### src/rtl/jump_link_unit_if.sv
// EX-to-jump/link-unit bundle: resolved control-transfer in, redirect/link/flush/RAS status out.
interface jump_link_unit_if #(
   parameter int unsigned PC_W   = 9,
   parameter int unsigned DATA_W = 32
);
   logic              stall;
   logic              ex_valid;
   logic [1:0]        ex_op;
   logic              ex_taken;
   logic [PC_W-1:0]   ex_pc;
   logic [DATA_W-1:0] ex_target;
   logic [4:0]        ex_rd;
   logic [4:0]        ex_rs1;

   logic              redirect_valid;
   logic [PC_W-1:0]   redirect_pc;
   logic              flush;
   logic              link_wen;
   logic [4:0]        link_rd;
   logic [DATA_W-1:0] link_data;
   logic              misalign;
   logic [PC_W-1:0]   ras_top;
   logic              ras_hit;

   modport master (
      output stall, ex_valid, ex_op, ex_taken, ex_pc, ex_target, ex_rd, ex_rs1,
      input  redirect_valid, redirect_pc, flush, link_wen, link_rd, link_data,
             misalign, ras_top, ras_hit
   );

   modport slave (
      input  stall, ex_valid, ex_op, ex_taken, ex_pc, ex_target, ex_rd, ex_rs1,
      output redirect_valid, redirect_pc, flush, link_wen, link_rd, link_data,
             misalign, ras_top, ras_hit
   );
endinterface

### src/rtl/jump_link_unit.sv
// Registered jump/branch resolution at EX/MEM: redirect, link writeback, wrong-path flush, misalign.
// Define JLU_RAS_EN to compile in the return-address stack used for ras_top/ras_hit.
module jump_link_unit #(
   parameter int unsigned PC_W         = 9,
   parameter int unsigned DATA_W       = 32,
   parameter int unsigned FLUSH_CYCLES = 2,
   parameter int unsigned RAS_DEPTH    = 4
) (
   input  logic               clk,
   input  logic               reset,
   jump_link_unit_if.slave    jl
);
   localparam int unsigned CNT_W = 3;
   localparam int unsigned PTR_W = $clog2(RAS_DEPTH);
   localparam int unsigned RC_W  = PTR_W + 1;
   localparam logic [1:0]  OP_JAL  = 2'b01;
   localparam logic [1:0]  OP_JALR = 2'b10;
   localparam logic [1:0]  OP_BR   = 2'b11;

   logic [CNT_W-1:0]  cnt_q, cnt_d;
   logic              flush_q, flush_d;
   logic              redir_valid_q, redir_valid_d;
   logic [PC_W-1:0]   redir_pc_q, redir_pc_d;
   logic              link_wen_q, link_wen_d;
   logic [4:0]        link_rd_q, link_rd_d;
   logic [DATA_W-1:0] link_data_q, link_data_d;
   logic              misalign_q, misalign_d;

   logic              accept, is_jump, xfer, bad_align, go, do_link;
   logic [PC_W-1:0]   eff_pc, link_pc;

   // Instruction decode of the EX slot
   always_comb begin : decode
      eff_pc = jl.ex_target[PC_W-1:0];
      if (jl.ex_op == OP_JALR) eff_pc[0] = 1'b0;
      link_pc   = jl.ex_pc + PC_W'(4);
      accept    = jl.ex_valid && !jl.stall && (cnt_q == '0);
      is_jump   = (jl.ex_op == OP_JAL) || (jl.ex_op == OP_JALR);
      xfer      = accept && (is_jump || ((jl.ex_op == OP_BR) && jl.ex_taken));
      bad_align = xfer && eff_pc[1];
      go        = xfer && !eff_pc[1];
      do_link   = go && is_jump && (jl.ex_rd != 5'd0);
   end

   always_comb begin : next_state
      cnt_d         = cnt_q;
      redir_valid_d = redir_valid_q;
      redir_pc_d    = redir_pc_q;
      link_wen_d    = link_wen_q;
      link_rd_d     = link_rd_q;
      link_data_d   = link_data_q;
      misalign_d    = misalign_q;
      if (!jl.stall) begin
         cnt_d         = (cnt_q == '0) ? '0 : cnt_q - CNT_W'(1);
         redir_valid_d = go;
         misalign_d    = bad_align;
         link_wen_d    = do_link;
         if (go) begin
            cnt_d      = CNT_W'(FLUSH_CYCLES);
            redir_pc_d = eff_pc;
         end
         if (do_link) begin
            link_rd_d   = jl.ex_rd;
            link_data_d = DATA_W'(link_pc);
         end
      end
      flush_d = (cnt_d != '0);
   end

   always_ff @(posedge clk) begin
      if (reset) begin
         cnt_q         <= '0;
         flush_q       <= 1'b0;
         redir_valid_q <= 1'b0;
         redir_pc_q    <= '0;
         link_wen_q    <= 1'b0;
         link_rd_q     <= '0;
         link_data_q   <= '0;
         misalign_q    <= 1'b0;
      end else begin
         cnt_q         <= cnt_d;
         flush_q       <= flush_d;
         redir_valid_q <= redir_valid_d;
         redir_pc_q    <= redir_pc_d;
         link_wen_q    <= link_wen_d;
         link_rd_q     <= link_rd_d;
         link_data_q   <= link_data_d;
         misalign_q    <= misalign_d;
      end
   end

   assign jl.redirect_valid = redir_valid_q;
   assign jl.redirect_pc    = redir_pc_q;
   assign jl.flush          = flush_q;
   assign jl.link_wen       = link_wen_q;
   assign jl.link_rd        = link_rd_q;
   assign jl.link_data      = link_data_q;
   assign jl.misalign       = misalign_q;

`ifdef JLU_RAS_EN
   logic [PC_W-1:0]  ras_q [RAS_DEPTH];
   logic [PC_W-1:0]  ras_d [RAS_DEPTH];
   logic [PTR_W-1:0] ptr_q, ptr_d;
   logic [RC_W-1:0]  ras_cnt_q, ras_cnt_d;
   logic [PC_W-1:0]  ras_top_q, ras_top_d;
   logic             ras_hit_q, ras_hit_d;
   logic             push, pop;
   logic             unused_bits;

   function automatic logic is_link(input logic [4:0] r);
      return (r == 5'd1) || (r == 5'd5);
   endfunction

   // Circular stack: ptr_q names the top slot; a full push overwrites the oldest entry
   always_comb begin : ras_next
      push      = go && is_jump && is_link(jl.ex_rd);
      pop       = go && (jl.ex_op == OP_JALR) && is_link(jl.ex_rs1) &&
                  (!is_link(jl.ex_rd) || (jl.ex_rd != jl.ex_rs1));
      ras_d     = ras_q;
      ptr_d     = ptr_q;
      ras_cnt_d = ras_cnt_q;
      ras_hit_d = ras_hit_q;
      if (!jl.stall) begin
         ras_hit_d = 1'b0;
         if (pop && (ras_cnt_q != '0)) begin
            ras_hit_d = (ras_q[ptr_q] == eff_pc);
            ptr_d     = ptr_q - PTR_W'(1);
            ras_cnt_d = ras_cnt_q - RC_W'(1);
         end
         if (push) begin
            ptr_d        = ptr_d + PTR_W'(1);
            ras_d[ptr_d] = link_pc;
            if (ras_cnt_d != RC_W'(RAS_DEPTH)) ras_cnt_d = ras_cnt_d + RC_W'(1);
         end
      end
      ras_top_d = (ras_cnt_d == '0) ? '0 : ras_d[ptr_d];
   end

   always_ff @(posedge clk) begin
      if (reset) begin
         for (int i = 0; i < int'(RAS_DEPTH); i++) ras_q[i] <= '0;
         ptr_q     <= '0;
         ras_cnt_q <= '0;
         ras_top_q <= '0;
         ras_hit_q <= 1'b0;
      end else begin
         ras_q     <= ras_d;
         ptr_q     <= ptr_d;
         ras_cnt_q <= ras_cnt_d;
         ras_top_q <= ras_top_d;
         ras_hit_q <= ras_hit_d;
      end
   end

   assign jl.ras_top = ras_top_q;
   assign jl.ras_hit = ras_hit_q;
   assign unused_bits = ^jl.ex_target[DATA_W-1:PC_W];
`else
   logic unused_bits;

   assign jl.ras_top  = '0;
   assign jl.ras_hit  = 1'b0;
   assign unused_bits = ^{jl.ex_target[DATA_W-1:PC_W], jl.ex_rs1};
`endif
endmodule

### src/flat_wrapper.sv
// flat-port wrapper written by rule: the top's interface ports become plain ports
module jump_link_unit_flat 
#(
   parameter int unsigned PC_W         = 9,
   parameter int unsigned DATA_W       = 32,
   parameter int unsigned FLUSH_CYCLES = 2,
   parameter int unsigned RAS_DEPTH    = 4
)
  (clk, reset, jl_stall, jl_ex_valid, jl_ex_op, jl_ex_taken, jl_ex_pc, jl_ex_target, jl_ex_rd, jl_ex_rs1, jl_redirect_valid, jl_redirect_pc, jl_flush, jl_link_wen, jl_link_rd, jl_link_data, jl_misalign, jl_ras_top, jl_ras_hit);
  jump_link_unit_if #(.PC_W(PC_W), .DATA_W(DATA_W)) jl_i ();
  input  logic clk;
  input  logic reset;
  input wire logic [$bits(jl_i.stall)-1:0] jl_stall;
  input wire logic [$bits(jl_i.ex_valid)-1:0] jl_ex_valid;
  input wire logic [$bits(jl_i.ex_op)-1:0] jl_ex_op;
  input wire logic [$bits(jl_i.ex_taken)-1:0] jl_ex_taken;
  input wire logic [$bits(jl_i.ex_pc)-1:0] jl_ex_pc;
  input wire logic [$bits(jl_i.ex_target)-1:0] jl_ex_target;
  input wire logic [$bits(jl_i.ex_rd)-1:0] jl_ex_rd;
  input wire logic [$bits(jl_i.ex_rs1)-1:0] jl_ex_rs1;
  output wire logic [$bits(jl_i.redirect_valid)-1:0] jl_redirect_valid;
  output wire logic [$bits(jl_i.redirect_pc)-1:0] jl_redirect_pc;
  output wire logic [$bits(jl_i.flush)-1:0] jl_flush;
  output wire logic [$bits(jl_i.link_wen)-1:0] jl_link_wen;
  output wire logic [$bits(jl_i.link_rd)-1:0] jl_link_rd;
  output wire logic [$bits(jl_i.link_data)-1:0] jl_link_data;
  output wire logic [$bits(jl_i.misalign)-1:0] jl_misalign;
  output wire logic [$bits(jl_i.ras_top)-1:0] jl_ras_top;
  output wire logic [$bits(jl_i.ras_hit)-1:0] jl_ras_hit;
  assign jl_i.stall = jl_stall;
  assign jl_i.ex_valid = jl_ex_valid;
  assign jl_i.ex_op = jl_ex_op;
  assign jl_i.ex_taken = jl_ex_taken;
  assign jl_i.ex_pc = jl_ex_pc;
  assign jl_i.ex_target = jl_ex_target;
  assign jl_i.ex_rd = jl_ex_rd;
  assign jl_i.ex_rs1 = jl_ex_rs1;
  assign jl_redirect_valid = jl_i.redirect_valid;
  assign jl_redirect_pc = jl_i.redirect_pc;
  assign jl_flush = jl_i.flush;
  assign jl_link_wen = jl_i.link_wen;
  assign jl_link_rd = jl_i.link_rd;
  assign jl_link_data = jl_i.link_data;
  assign jl_misalign = jl_i.misalign;
  assign jl_ras_top = jl_i.ras_top;
  assign jl_ras_hit = jl_i.ras_hit;
  jump_link_unit #(.PC_W(PC_W), .DATA_W(DATA_W), .FLUSH_CYCLES(FLUSH_CYCLES), .RAS_DEPTH(RAS_DEPTH)) u_core (.clk(clk), .reset(reset), .jl(jl_i));
endmodule
### config.mk
export PLATFORM = sky130hd
export DESIGN_NAME = jump_link_unit_flat
export DESIGN_NICKNAME = d
export VERILOG_FILES = /design/src/rtl/jump_link_unit_if.sv /design/src/rtl/jump_link_unit.sv /design/src/flat_wrapper.sv
export SDC_FILE = /design/constraint.sdc
export NUM_CORES = 1
export LEC_CHECK = 0
export CAP_MARGIN = 20
export CORE_MARGIN = 4
export CORE_UTILIZATION = 70
export CTS_BUF_LIST = sky130_fd_sc_hd__clkbuf_8
export CTS_CLUSTER_DIAMETER = 40
export DETAILED_ROUTE_END_ITERATION = 10
export DONT_BUFFER_PORTS = 1
export HOLD_SLACK_MARGIN = 0.05
export MAX_ROUTING_LAYER = met4
export PLACE_DENSITY_LB_ADDON = 0.3
export SLEW_MARGIN = 20
export SYNTH_ARGS = -nofsm -noshare
export SYNTH_HDL_FRONTEND = slang
export SYNTH_SLANG_ARGS = --single-unit
### constraint.sdc
create_clock -name clk -period 4.4 [get_ports clk]
set_input_delay 1.1 -clock clk [delete_from_list [all_inputs] [get_ports clk]]
set_output_delay 1.1 -clock clk [all_outputs]
set_load 0.01 [all_outputs]
==> results of run 1 <==
-- final cells by class --
cell class,instances,area [sq um],area share
clock buffers,5,68.8,0.0461
clock inverters,2,7.51,0.00503
inverters,3,11.3,0.00754
multi-input cells,137,763,0.511
flip-flops and latches,30,601,0.402
well taps,27,33.8,0.0226
repair buffers,1,7.51,0.00503
-- cell families after synthesis --
family | after synthesis | share of synthesized area
buf+inv | 44 | 0.200
xor+xnor | 5 | 0.0282
flops | 30 | 0.386
simple gates | 41 | 0.158
other cells | 1 | 0.00241
compound gates | 55 | 0.201
fa+ha+maj | 3 | 0.0241
-- path summary, 6_finish.rpt --
kind                                                             from                                     to  slack (ns)  depth (start not counted)
worst min register to register  u_core.jl.redirect_pc[3]$_SDFFE_PP0P_  u_core.jl.redirect_pc[3]$_SDFFE_PP0P_        0.51                          2
worst max-delay path                                         jl_stall    u_core.jl.link_data[7]$_SDFFE_PP0P_        1.90                          4
worst max register to register             u_core.cnt_q[1]$_SDFF_PP0_    u_core.jl.link_data[7]$_SDFFE_PP0P_        2.37                          4
worst min-delay path            u_core.jl.redirect_pc[3]$_SDFFE_PP0P_  u_core.jl.redirect_pc[3]$_SDFFE_PP0P_        0.51                          2
-- metal layers --
metal | up-vias | routed length [um] | GRT usage
met5 | - | 0 | -
met4 | 0 | 6 | 0.0486
met3 | 3 | 408 | 0.105
met2 | 69 | 1490 | 0.362
li1 | 552 | - | -
met1 | 522 | 1100 | 0.199
-- layout by cell type (no fill, tap or decap), types with 3 or more instances in the layout --
cell type  netlist  layout
conb_1           1      33
dfxtp_1         30      30
a21oi_1         26      26
nand2_1         11      11
nand3_1         11      11
o21ai_1          9       9
o21ai_0          8       8
a211oi_1         6       6
inv_1            3       5
nor2_1           5       5
clkbuf_8         0       5
xor2_1           3       3
ha_1             3       3
-- sequential cells by signal, indices dropped and copies added (netlist names) --
name and count:
u_core.jl.redirect_valid 1, u_core.jl.link_rd 5, u_core.jl.link_data 9, u_core.jl.redirect_pc 9, u_core.cnt_q 3, u_core.jl.link_wen 1
u_core.jl.flush 1, u_core.jl.misalign 1
-- synth_stat cells (3+ instances only) --
library cell,n
a211oi_1,6
ha_1,3
inv_1,3
dfxtp_1,30
buf_4,34
nand3_1,11
nor2_1,5
clkbuf_1,5
xor2_1,3
o21ai_0,8
a21oi_1,26
o21ai_1,9
nand2_1,11
-- power by group through the flow --
| stage | clock network [mW] | registers [mW] | logic [mW] |
|---|---|---|---|
| finish | 0.191 | 0.288 | 0.0576 |
| global route | 0.209 | 0.289 | 0.0654 |
| CTS | 0.196 | 0.288 | 0.0568 |
| detailed placement | 0 | 0.294 | 0.0568 |
| global placement | 0 | 0.294 | 0.0550 |
| floorplan | 0 | 0.292 | 0.0762 |
-- critical path: stages --
cell and delay [ns]:
or4_4 0.57, or3_1 0.60, nor2_4 0.27, a211oi_1 0.11
-- metrics by stage --
step | setup WS (ns) | cells
floorplan | 1.82 | 211
global placement | 1.64 | 198
detailed placement | 1.62 | 198
CTS | 1.90 | 205
global route | 1.81 | 205
finish | 1.90 | 205
==> flow_summary.ini, run 1 <==
[logic_synthesis]
synthTopCellsByArea = dfxtp_1 39%, buf_4 16%, a21oi_1 8.4%, nand3_1 3.5%, o21ai_1 2.9%
ys_seq_elements = 30
syn_area_sq_um = 1560
async_flop_share = 0
synth-edff-count = 0
ys_dominant_reg_cell = dfxtp_1
yosys.area.top_type = dfxtp_1
syn_avg_cell_area_sq_um = 8.69
synthCells = 179
synth_top_area_share = 0.386
yosys.cell_types.count = 34
yosysWarnings = 0
seq_area_frac_synth = 0.386

[critical_path]
worstPathMaxFanout = 17
crit_required_ns = 4.55
arrival_ns = 2.65
end_kind = flop
start_kind = input port
worstSetupPathType = in -> reg

[timing]
whs_ns = 0.514
fin_tns_setup_ns = 0
max_freq_mhz = 399
rsz0062_at_grt = no
hold_viol_final = 0
fin_skew_ns = 0.00225
min_period_ns = 2.50
period_share = 0.569
drv_slew = 0
max_slew_margin = 0.599
tightest_slew_ns = 0.602
setup_viol = 0

[global_routing]
antenna_found_initial = 0
grt_max_degree = 31
grt_first_pass_wirelength_um = 4280
grt_pass1_vias = 1005
gr-total-overflow = 0
grt_usage = 0.205

[routing]
wirelength_um = 3000
antenna_left = 0
num_vias = 1146
vias_per_cell = 5.59
firstDrtPassIters = 4
post_drt_wl_per_cell_um = 14.6
drc = 0
drtIter0Drc = 17

[power_and_ir_drop]
power_mw = 0.537
max-vdd-ir-drop_uv = 319
p_per_area_nw_per_um2 = 359
leakagePower_nw = 0.553
power_frac_comb = 0.107
p_switching_mw = 0.137
swShare = 0.255
pwr-share-seq = 0.537
clkPwrFrac = 0.356
internal_power_mw = 0.400

[clocking]
cts_setup_buffers = 0
clk_path_buf_depth = 2
cts_buffers = 5
worstSkewPairLatency_ns = 0.27
htreeDepth = 2
cts_resized = 0
cts_root_buffer = clkbuf_8
cts.clk_slew.worst_paths_ns = 0.06
cts_hold_buf = 0
cts_tree = yes
clkSinkCount = 30

[place]
post-dp-hpwl_um = 2330
place_congestion = 0.696
place_area_sq_um = 1420
portBuffers = 0

[die]
initial_utilization = 0.762
row_count = 16
core_area_sq_um = 2040
die_x_um = 55.1
dieArea_sq_um = 3040
boundaryPins = 118
die_height_um = 55.1

[final_layout]
finish.utilization = 0.731
nets = 239
design_area_sq_um = 1490
area_delta_synth_final_pct = -4.02
fill_cells = 175
antennaDiodeCount = 0
drive_gt1_frac = 0.0674

[worst_hold_path]
hp-class = reg -> reg

[run_status]
outcome = finished, final reports clean

[job]
cap_violations = 0
Power figures use the tool's default switching activity.
==> inputs of run 2 (changes only) <==
--- a/config.mk
+++ b/config.mk
@@ -7,7 +7,7 @@
 export LEC_CHECK = 0
 export CAP_MARGIN = 20
 export CORE_MARGIN = 4
-export CORE_UTILIZATION = 70
+export CORE_UTILIZATION = 65
 export CTS_BUF_LIST = sky130_fd_sc_hd__clkbuf_8
 export CTS_CLUSTER_DIAMETER = 40
 export DETAILED_ROUTE_END_ITERATION = 10
==> constraint.sdc (replaced) <==
create_clock -name clk -period 2.4 [get_ports clk]
set_input_delay 0.6 -clock clk [delete_from_list [all_inputs] [get_ports clk]]
set_output_delay 0.6 -clock clk [all_outputs]
set_load 0.01 [all_outputs]
==> run 2 against run 1 <==
First-iteration DRC count grew to 2.8 times the previous value. Hold slack got worse by 0.12 ns. Sequential power up 83%. Final cell count up 0.49%. Count of clock-buffer cells in the layout is 1 higher. Sequential cell count is the same. Die area increased by 6.6%. Largest power group unchanged.
==> flow_summary.ini, run 2 (synthesis gave the netlist of run 1 again) <==
[routing]
firstDrtPassIters = 4
wirelength_um = 2980
wl_met2_um = 1570
wl_met3_um = 324
drc = 0
highest_layer = met4
post_drt_wl_per_cell_um = 14.5
m1WireLength_um = 1070
vias_per_cell = 5.47
num_vias = 1126
antenna_left = 0
drtIter0Drc = 47

[worst_hold_path]
worstHoldStart = reset
whs_path_depth = 1
hp-class = in -> reg
worst_hold_path.endpoint = u_core.cnt_q[0]$_SDFF_PP0_

[critical_path]
rrSetupSlack_ns = 0.36
crit_required_ns = 2.55
start_kind = flop
worstPathMaxFanout = 17
arrival_ns = 2.19
worstReg2RegStart = u_core.cnt_q[1]$_SDFF_PP0_
cp_slowest_cell = or3_1
path_cells = or4_4, or3_1, nor2_4, a211oi_1
end_kind = flop
r2r_cells = 4
r2r-end = u_core.jl.link_data[2]$_SDFFE_PP0P_
worstSetupPathType = reg -> reg
critPathMaxStageDelay_ns = 0.60

[power_and_ir_drop]
swShare = 0.243
power_frac_comb = 0.106
pwr-share-seq = 0.523
p_per_area_nw_per_um2 = 670
leakagePower_nw = 0.555
power_mw = 1.01
clkPwrFrac = 0.371
internal_power_mw = 0.764
max-vdd-ir-drop_uv = 468
p_switching_mw = 0.246

[job]
cap_violations = 0

[die]
initial_utilization = 0.690
core_area_sq_um = 2250
row_count = 17
dieArea_sq_um = 3240
boundaryPins = 118
die_x_um = 56.9
die_height_um = 56.9

[global_routing]
antenna_found_initial = 0
grt_first_pass_wirelength_um = 4530
grt_max_degree = 31
grt_usage = 0.186
grt_pass1_vias = 1022
gr-total-overflow = 0

[final_layout]
antennaDiodeCount = 0
area_delta_synth_final_pct = -3.06
finish.utilization = 0.669
final_cell_mix = 33 x conb_1, 30 x dfxtp_1, 26 x a21oi_1
nets = 240
drive_gt1_frac = 0.0787
final_common_cell = conb_1

[clocking]
cts_hold_buf = 0
worstSkewPairLatency_ns = 0.27
clk_path_buf_depth = 2
htreeDepth = 2
cts_buffers = 5
cts_root_buffer = clkbuf_8
clkSinkCount = 30
cts_setup_buffers = 0
cts_tree = yes
cts_resized = 0
cts.clk_slew.worst_paths_ns = 0.06

[place]
post-dp-hpwl_um = 2330
place_congestion = 0.725
portBuffers = 0

[timing]
fin_tns_setup_ns = 0
tightest_slew_ns = 0.618
setup_viol = 0
rsz0062_at_grt = no
max_freq_mhz = 491
drv_slew = 0
hold_viol_final = 0
period_share = 0.848
fin_skew_ns = 0.00505
max_slew_margin = 0.588
min_period_ns = 2.04

[run_status]
outcome = finished, final reports clean
-- run 2: cell types whose count changed in the layout (fill, tap and decap cells not counted) --
cell      delta
buf_4        +1
inv_1        -2
clkbuf_8     +1
-- run 2: through the flow --
stage / hold WS, ns / cells / setup WS [ns] / cell area [sq um]
6_report: 0.392 / 206 / 0.364 / 1510
5_1_grt: 0.373 / 206 / 0.277 / 1510
4_1_cts: 0.385 / 206 / 0.374 / 1510
3_5_place_dp: 0.502 / 200 / 0.112 / 1430
3_3_place_gp: 0.493 / 200 / 0.140 / 1430
2_1_floorplan: 0.481 / 211 / 0.322 / 1680
-- run 2: layout make-up --
cell class	count	area [sq um]
Multi-Input combinational cell	137	763
Fill cell	206	747
Sequential cell	30	601
Clock buffer	6	82.6
Tap cell	28	35.0
Timing Repair Buffer	2	15.0
Inverter	3	11.3
-- run 2: layer usage --
| metal | up-vias | track usage |
|---|---|---|
| met5 | - | - |
| met4 | 0 | 0.0596 |
| met3 | 2 | 0.0966 |
| met2 | 54 | 0.305 |
| met1 | 514 | 0.191 |
| li1 | 556 | - |
-- run 2: how the worst max path moves through the flow --
stage | from | to | slack [ns]
floorplan | jl_stall | u_core.jl.link_data[1]$_SDFFE_PP0P_ | 0.32
global placement | jl_stall | u_core.jl.link_data[7]$_SDFFE_PP0P_ | 0.14
detailed placement | jl_stall | u_core.jl.link_data[5]$_SDFFE_PP0P_ | 0.11
CTS | u_core.cnt_q[1]$_SDFF_PP0_ | u_core.jl.link_data[2]$_SDFFE_PP0P_ | 0.37
global route | u_core.cnt_q[1]$_SDFF_PP0_ | u_core.jl.link_data[2]$_SDFFE_PP0P_ | 0.28
finish | u_core.cnt_q[1]$_SDFF_PP0_ | u_core.jl.link_data[2]$_SDFFE_PP0P_ | 0.36
-- run 2: worst max-delay path: cells and delay by family (launching register included) --
| kind | cells | cell delay (ns) |
|---|---|---|
| compound gates | 1 | 0.10 |
| flops | 1 | 0.35 |
| simple gates | 3 | 1.45 |
-- run 2: power by group through the flow --
stage	clock [mW]	combinational [mW]	sequential, mW
after floorplan	0	0.140	0.536
after global placement	0	0.101	0.538
after detailed placement	0	0.105	0.539
after CTS	0.388	0.105	0.528
after global routing	0.409	0.120	0.529
final	0.375	0.107	0.528
